<file path="config.mk">
export PLATFORM = sky130hd
export DESIGN_NAME = instruction_encoder_loader
export DESIGN_NICKNAME = d
export VERILOG_FILES = /design/src/rtl/instruction_encoder_loader.sv
export SDC_FILE = /design/constraint.sdc
export NUM_CORES = 1
export LEC_CHECK = 0
export CAP_MARGIN = 20
export CORE_MARGIN = 1.5
export CORE_UTILIZATION = 39
export DETAILED_ROUTE_END_ITERATION = 10
export HOLD_SLACK_MARGIN = 0.03
export PLACE_DENSITY = 0.77
export SLEW_MARGIN = 20
export SYNTH_ARGS = -nofsm -noshare
export SYNTH_HDL_FRONTEND = slang
export SYNTH_SLANG_ARGS = --single-unit
export TNS_END_PERCENT = 1
</file>
<file path="constraint.sdc">
create_clock -name clk -period 1.8 [get_ports clk]
set_clock_uncertainty 0.2 [all_clocks]
set_input_delay 0.18 -clock clk [delete_from_list [all_inputs] [get_ports clk]]
set_output_delay 0.18 -clock clk [all_outputs]
set_load 0.05 [all_outputs]
</file>
<file path="src/rtl/instruction_encoder_loader.sv">
// Re-encodes MIPS R/I/J instruction fields into 32-bit words and streams them
// into instruction memory at consecutive word addresses, one load session per start.
module instruction_encoder_loader #(
    parameter int ADDR_WIDTH = 8,
    parameter int BASE_ADDR  = 0
) (
    input  logic                  clk,
    input  logic                  rst_n,
    input  logic                  start,
    input  logic                  in_valid,
    output logic                  in_ready,
    input  logic [1:0]            fmt,
    input  logic [5:0]            opcode,
    input  logic [4:0]            rs,
    input  logic [4:0]            rt,
    input  logic [4:0]            rd,
    input  logic [4:0]            shamt,
    input  logic [5:0]            funct,
    input  logic [15:0]           immediate,
    input  logic [25:0]           address,
    input  logic                  last,
    output logic                  imem_we,
    output logic [ADDR_WIDTH-1:0] imem_addr,
    output logic [31:0]           imem_wdata,
    output logic                  busy,
    output logic                  done,
    output logic                  err,
    output logic [ADDR_WIDTH:0]   count
);

    typedef enum logic [1:0] {IDLE, LOAD, DONE, ERROR} state_e;

    localparam logic [ADDR_WIDTH-1:0] BASE     = ADDR_WIDTH'(BASE_ADDR);
    localparam logic [ADDR_WIDTH-1:0] LAST_PTR = '1;

    state_e                state_q, state_d;
    logic [ADDR_WIDTH-1:0] ptr_q, ptr_d;
    logic [ADDR_WIDTH:0]   count_q, count_d;
    logic                  we_q, we_d;
    logic [ADDR_WIDTH-1:0] addr_q, addr_d;
    logic [31:0]           wdata_q, wdata_d;
    logic                  done_q, done_d;
    logic                  err_q, err_d;

    logic        accept;
    logic        legal;
    logic [31:0] enc;

    assign in_ready = (state_q == LOAD) && !start;
    assign busy     = (state_q == LOAD);
    assign accept   = in_valid && in_ready;
    assign legal    = (fmt != 2'b11);

    always_comb begin
        enc = 32'h0;
        unique case (fmt)
            2'b00:   enc = {opcode, rs, rt, rd, shamt, funct};
            2'b01:   enc = {opcode, rs, rt, immediate};
            2'b10:   enc = {opcode, address};
            default: enc = 32'h0;
        endcase
    end

    always_comb begin
        state_d = state_q;
        ptr_d   = ptr_q;
        count_d = count_q;
        we_d    = 1'b0;
        addr_d  = addr_q;
        wdata_d = wdata_q;
        done_d  = done_q;
        err_d   = err_q;
        if (start) begin
            state_d = LOAD;
            ptr_d   = BASE;
            count_d = '0;
            done_d  = 1'b0;
            err_d   = 1'b0;
        end else if (accept) begin
            if (!legal) begin
                state_d = ERROR;
                err_d   = 1'b1;
            end else begin
                we_d    = 1'b1;
                addr_d  = ptr_q;
                wdata_d = enc;
                ptr_d   = ptr_q + 1'b1;
                count_d = count_q + 1'b1;
                // last at the top address is a clean finish, not an overflow
                if (last) begin
                    state_d = DONE;
                    done_d  = 1'b1;
                end else if (ptr_q == LAST_PTR) begin
                    state_d = ERROR;
                    err_d   = 1'b1;
                end
            end
        end
    end

    always_ff @(posedge clk or negedge rst_n) begin
        if (!rst_n) begin
            state_q <= IDLE;
            ptr_q   <= BASE;
            count_q <= '0;
            we_q    <= 1'b0;
            addr_q  <= '0;
            wdata_q <= 32'h0;
            done_q  <= 1'b0;
            err_q   <= 1'b0;
        end else begin
            state_q <= state_d;
            ptr_q   <= ptr_d;
            count_q <= count_d;
            we_q    <= we_d;
            addr_q  <= addr_d;
            wdata_q <= wdata_d;
            done_q  <= done_d;
            err_q   <= err_d;
        end
    end

    assign imem_we    = we_q;
    assign imem_addr  = addr_q;
    assign imem_wdata = wdata_q;
    assign done       = done_q;
    assign err        = err_q;
    assign count      = count_q;

endmodule

</file>
=== Yosys cells after proc, flatten, opt, wreduce, memory -nomap -nowiden ===
Cells that the tools add are included.

* Flip-flop bits (word level): 62
* Input port bits: 81
* Output and inout port bits: 54
* Word-level logic and storage cells: 55

* $add $sub $neg: 2
* Equal/unequal tests: 8
* Multiplexer cells: 24
* Bitwise logic cells: 1
* Reductions and logical operators: 12

{| class="wikitable"
|+ Operator list
! kind !! count
|-
| $pmux W32 S3 || 1
|-
| $mux W9 || 3
|-
| $mux W8 || 3
|-
| $mux W1 || 12
|-
| $mux W2 || 5
|-
| $add A9 B1 Y9 const B || 1
|-
| $reduce_and A3 Y1 || 3
|-
| $add A8 B1 Y8 const B || 1
|-
| $eq A8 B8 Y1 const B || 1
|-
| $reduce_bool A2 Y1 || 3
|-
| $eq A2 B1 Y1 const B || 2
|-
| $ne A4 B3 Y1 const B || 1
|-
| $reduce_and A2 Y1 || 2
|-
| $ne A3 B2 Y1 const B || 1
|-
| $ne A3 B3 Y1 const B || 1
|-
| $eq A2 B2 Y1 const B || 1
|-
| $logic_and A1 B1 Y1 || 2
|-
| $logic_not A2 Y1 || 1
|-
| $ne A2 B2 Y1 const B || 1
|-
| $logic_not A1 Y1 || 1
|-
| $not A1 Y1 || 1
|}

=== Depth between registers and ports, before layout ===
* Depth after elaboration: 6
* Depth in mapped cells: 6
* Gate-level depth less buffers: 4

=== Worst setup path before layout ===
No wires, ideal clock.

* Path type: reg-to-reg
* Start point: register state_q[1]
* End point: register err_q (netlist: err)
* Library setup time: 0.067 ns
* Arrival: 1.794 ns
* Data required time: 1.533 ns
* Path slack: -0.260 ns
* Stages on the path, launching flop included: 6
* Buffers on the path: 2
* Period minus slack after synthesis: 2.060 ns
* Cell sequence: dfrtp_1 -> buf_6 -> nand2b_1 -> buf_2 -> nor2_1 -> a41o_2

* Word-level cells in the longest chain between the ends: 5

{| class="wikitable"
|+ Ends and longest elaborated chain
! element !! RTL line !! source
|-
| start, declared || 36 || <nowiki>state_e state_q, state_d;</nowiki>
|-
| start signal, assigned || 112 || <nowiki>state_q <= state_d;</nowiki>
|-
| $eq A2 B1 Y1 || 49 || <nowiki>assign in_ready = (state_q == LOAD) && !start;</nowiki>
|-
| $logic_and A1 B1 Y1 || 49 ||
|-
| net in_ready || 11 || <nowiki>output logic in_ready,</nowiki>
|-
| $logic_and A1 B1 Y1 || 51 || <nowiki>assign accept = in_valid && in_ready;</nowiki>
|-
| $reduce_bool A2 Y1 (no line) || -- ||
|-
| $reduce_and A3 Y1 (no line) || -- ||
|-
| end signal, assigned || 119 || <nowiki>err_q <= err_d;</nowiki>
|-
| end, declared || 43 || <nowiki>logic err_q, err_d;</nowiki>
|}

The timed path passes the listed nets, and every way through them passes these cells.
A chain may end at the register's enable or synchronous reset.

=== Worst setup path after layout ===
* Start point: register state_q[1]
* End point: output port in_ready

* Word-level cells in the longest chain between the ends: 2

{| class="wikitable"
|+ Ends and longest elaborated chain
! element !! RTL line
|-
| $eq A2 B1 Y1 || 49
|-
| $logic_and A1 B1 Y1 || 49
|-
| end, declared || 11
|}

No other way between the ends.

==> flow_summary.yaml <==
synth:
  yosys_warnings: 0
  yosysSeqAreaShare_pct: 47.4
  yosysTopAreaCell: "dfrtp_1"
  mapped_area_sq_um: 3270
  synth.distinct_cells: 40
  synthesis.area_per_instance_sq_um: 11.2
  synth_fp_nets: 375
  synth.area.top_cells: "dfrtp_1, mux2_2, mux2i_1, o2bb2ai_1, o31ai_1"
  netlist.area_leader.share_pct: 47.4
  synthCells: 292
  synth.ff_latch_count: 62
floorplan:
  core_area_sq_um: 8180
  placement_rows: 33
  initial_core_utilization_pct: 40.0
  design.die.area_sq_um: 8940
  io_pins: 135
  floorplan.die.width_um: 94.6
  fp.dieH_um: 94.6
global_route:
  grt_max_degree: 42
  grt_first_pass_wirelength_um: 14700
  grt_antenna_before_repair: 0
  number_of_global_route_vias_before_repair: 3070
  grt_remaining_overflow: 0
  gr-usage-all-layers_pct: 21.0
clock_tree:
  tritoncts_clock_tree: "done"
  clock_tree.buffer_depth: 2
  path_clk_slew_ns: 0.07
  cts-buffers-inserted: 9
  root_buffer: "clkbuf_8"
  h-tree-depth: 3
  clock-sinks: 62
  clock_network_latency_to_the_later_pin_of_the_worst_skew_pair_ns: 0.33
critical_path:
  cp_data_required_time_ns: 1.42
  critPathMaxFanout: 9
  data_arrival_critical_path_ns: 1.41
  worst_setup_path_end_kind: "primary output"
  cp-start-kind: "register"
  setup.worst_path.class: "register to primary output"
timing:
  timing_hold_violations_final: 0
  worstMarginPinSlew_ns: 0.507
  finalSetupTns_ns: 0
  finalMaxSlewViolations: 0
  max_slew_margin_pct: 66.2
  grt_setup_unrepaired: "true"
  layout_min_cycle_time_ns: 1.79
  max_freq_ghz: 0.558
  setup_violations: 0
  final_min_period_over_clock_period_pct: 99.6
power_and_ir_drop:
  power.density_cell_area_nw_per_um2: 974
  power.total_w: 0.00486
  power.leakage_nw: 2.20
  vdd.ir_drop.worst_v: 0.000562
cells_and_area:
  layout-drive-gt1-share_pct: 33.0
  antenna_cells_inserted: 0
  nets: 530
  layoutNonFillerInstCount: 557
  layout.cells.most_common: "buf_4"
  layout.cells.most_common_list: "buf_4, clkdlybuf4s50_1, dfrtp_1, mux2_2, nor2_1"
  area.growth.synth_to_final_pct: 52.5
place:
  dpl.cell_count: 539
  io_buffer_count: 134
  gpl.final_weighted_congestion: 0.899
  dp_hpwl_um: 6370
detailed_routing:
  route.detailed.drc: 0
  final_antenna_net_count: 0
  route.vias.total: 2925
  final_routed_wirelength_across_all_metal_layers_um: 8820
  avgRoutedWirePerCell_um: 15.8
  drt_first_iter_violations: 133
  via_density_per_instance: 5.25
  drt_first_pass_iters: 4
flow_run:
  maxCapViolations: 0
status:
  result_of_the_run: "finished, final reports clean"
min_path:
  hold_path_class: "input port to async pin"
[cell families after synthesis]
kind of cell | Yosys count | synth area share [%]
mux | 54 | 17.9
flops | 62 | 47.4
compound gates | 61 | 14.4
fa+ha+maj | 2 | 0.765
simple gates | 85 | 14.3
buf+inv | 28 | 5.16
[area by class of cell]
cell class | count | area (sq um)
Clock buffer | 13 | 159
Fill cell | 671 | 3190
Timing Repair Buffer | 166 | 1500
Clock inverter | 3 | 42.5
Tap cell | 105 | 131
Multi-Input combinational cell | 202 | 1590
Inverter | 6 | 22.5
Sequential cell | 62 | 1550
[per-stage QoR]
stage	hold slack [ns]	setup WS, ns	cell area (sq um)	util, %
after floorplan	-0.316	-0.194	3270	-
after global placement	-0.0237	-0.279	4730	57.9
after CTS	0.120	0.0127	4950	60.6
after detailed placement	-0.0147	-0.309	4730	57.9
after global routing	0.201	-0.0474	4990	61.0
final	0.175	0.00778	4990	61.0
[layer usage]
layer  part of all wire (%)  wire (um)  track usage [%]
met1                     41       3630             25.5
met2                     51       4460             36.6
met3                    7.0        615             4.59
met4                    1.2        110             7.59
met5                      0          0                0
[sequential cells by signal, indices dropped and copies added (netlist names)]
signal and flops:
imem_wdata 32, imem_we 1, count 9, imem_addr 8
err 1, done 1, ptr_q 8, state_q 2
[synth_stat cells, drive strengths merged]
master and n:
a22o 1, buf 20, o311ai 1, inv 6
nand2 12, nand4bb 1, clkbuf 2, a41o 1
nor4 8, a211oi 10, o31ai 15, nand4 3
and2 1, or4 4, nand2b 11, o21ai 4
o21a 1, nor2 20, and4bb 1, mux2 36
o2bb2ai 16, a21oi 6, o41a 1, ha 2
mux2i 18, nor3 10, nand3 9, dfrtp 62
a41oi 1, o41ai 1, o31a 1, a21bo 2
nor2b 5
[worst max-delay path, cell delays in order (launching register included)]
cell and delay (ns):
dfrtp_1 0.43, nand2b_1 0.21, buf_6 0.17, nor2_4 0.13
buf_12 0.15
[repair_timing]
item	CTS	global route
hold endpoints to repair	21	0
setup buffers	1	0
gates cloned	0	0
hold buffers	1	0
resized for setup	1	8
endpoints found under the setup margin	1	8
[power by group]
group	internal [W]	leakage [nW]	total, W	switching [W]
Sequential	0.00160	0.802	0.00174	0.000132
Combinational	0.000734	1.30	0.00188	0.00115
Clock	0.000714	0.0996	0.00124	0.000527
[final timing paths]
check / end / from / slack, ns / cells after the start
worst max register to register: ptr_q[6] / state_q[1] / 0.04 / 4
worst max-delay path: in_ready / state_q[1] / 0.008 / 4
worst min register to register: count[8] / count[8] / 0.29 / 1
min in group clk: count[6] / fmt[1] / 0.18 / 3
worst min-delay path: imem_wdata[28] / rst_n / 0.18 / 2
max in group asynchronous: imem_wdata[5] / rst_n / 0.63 / 3
No activity file was read; power rests on OpenSTA's default activity.
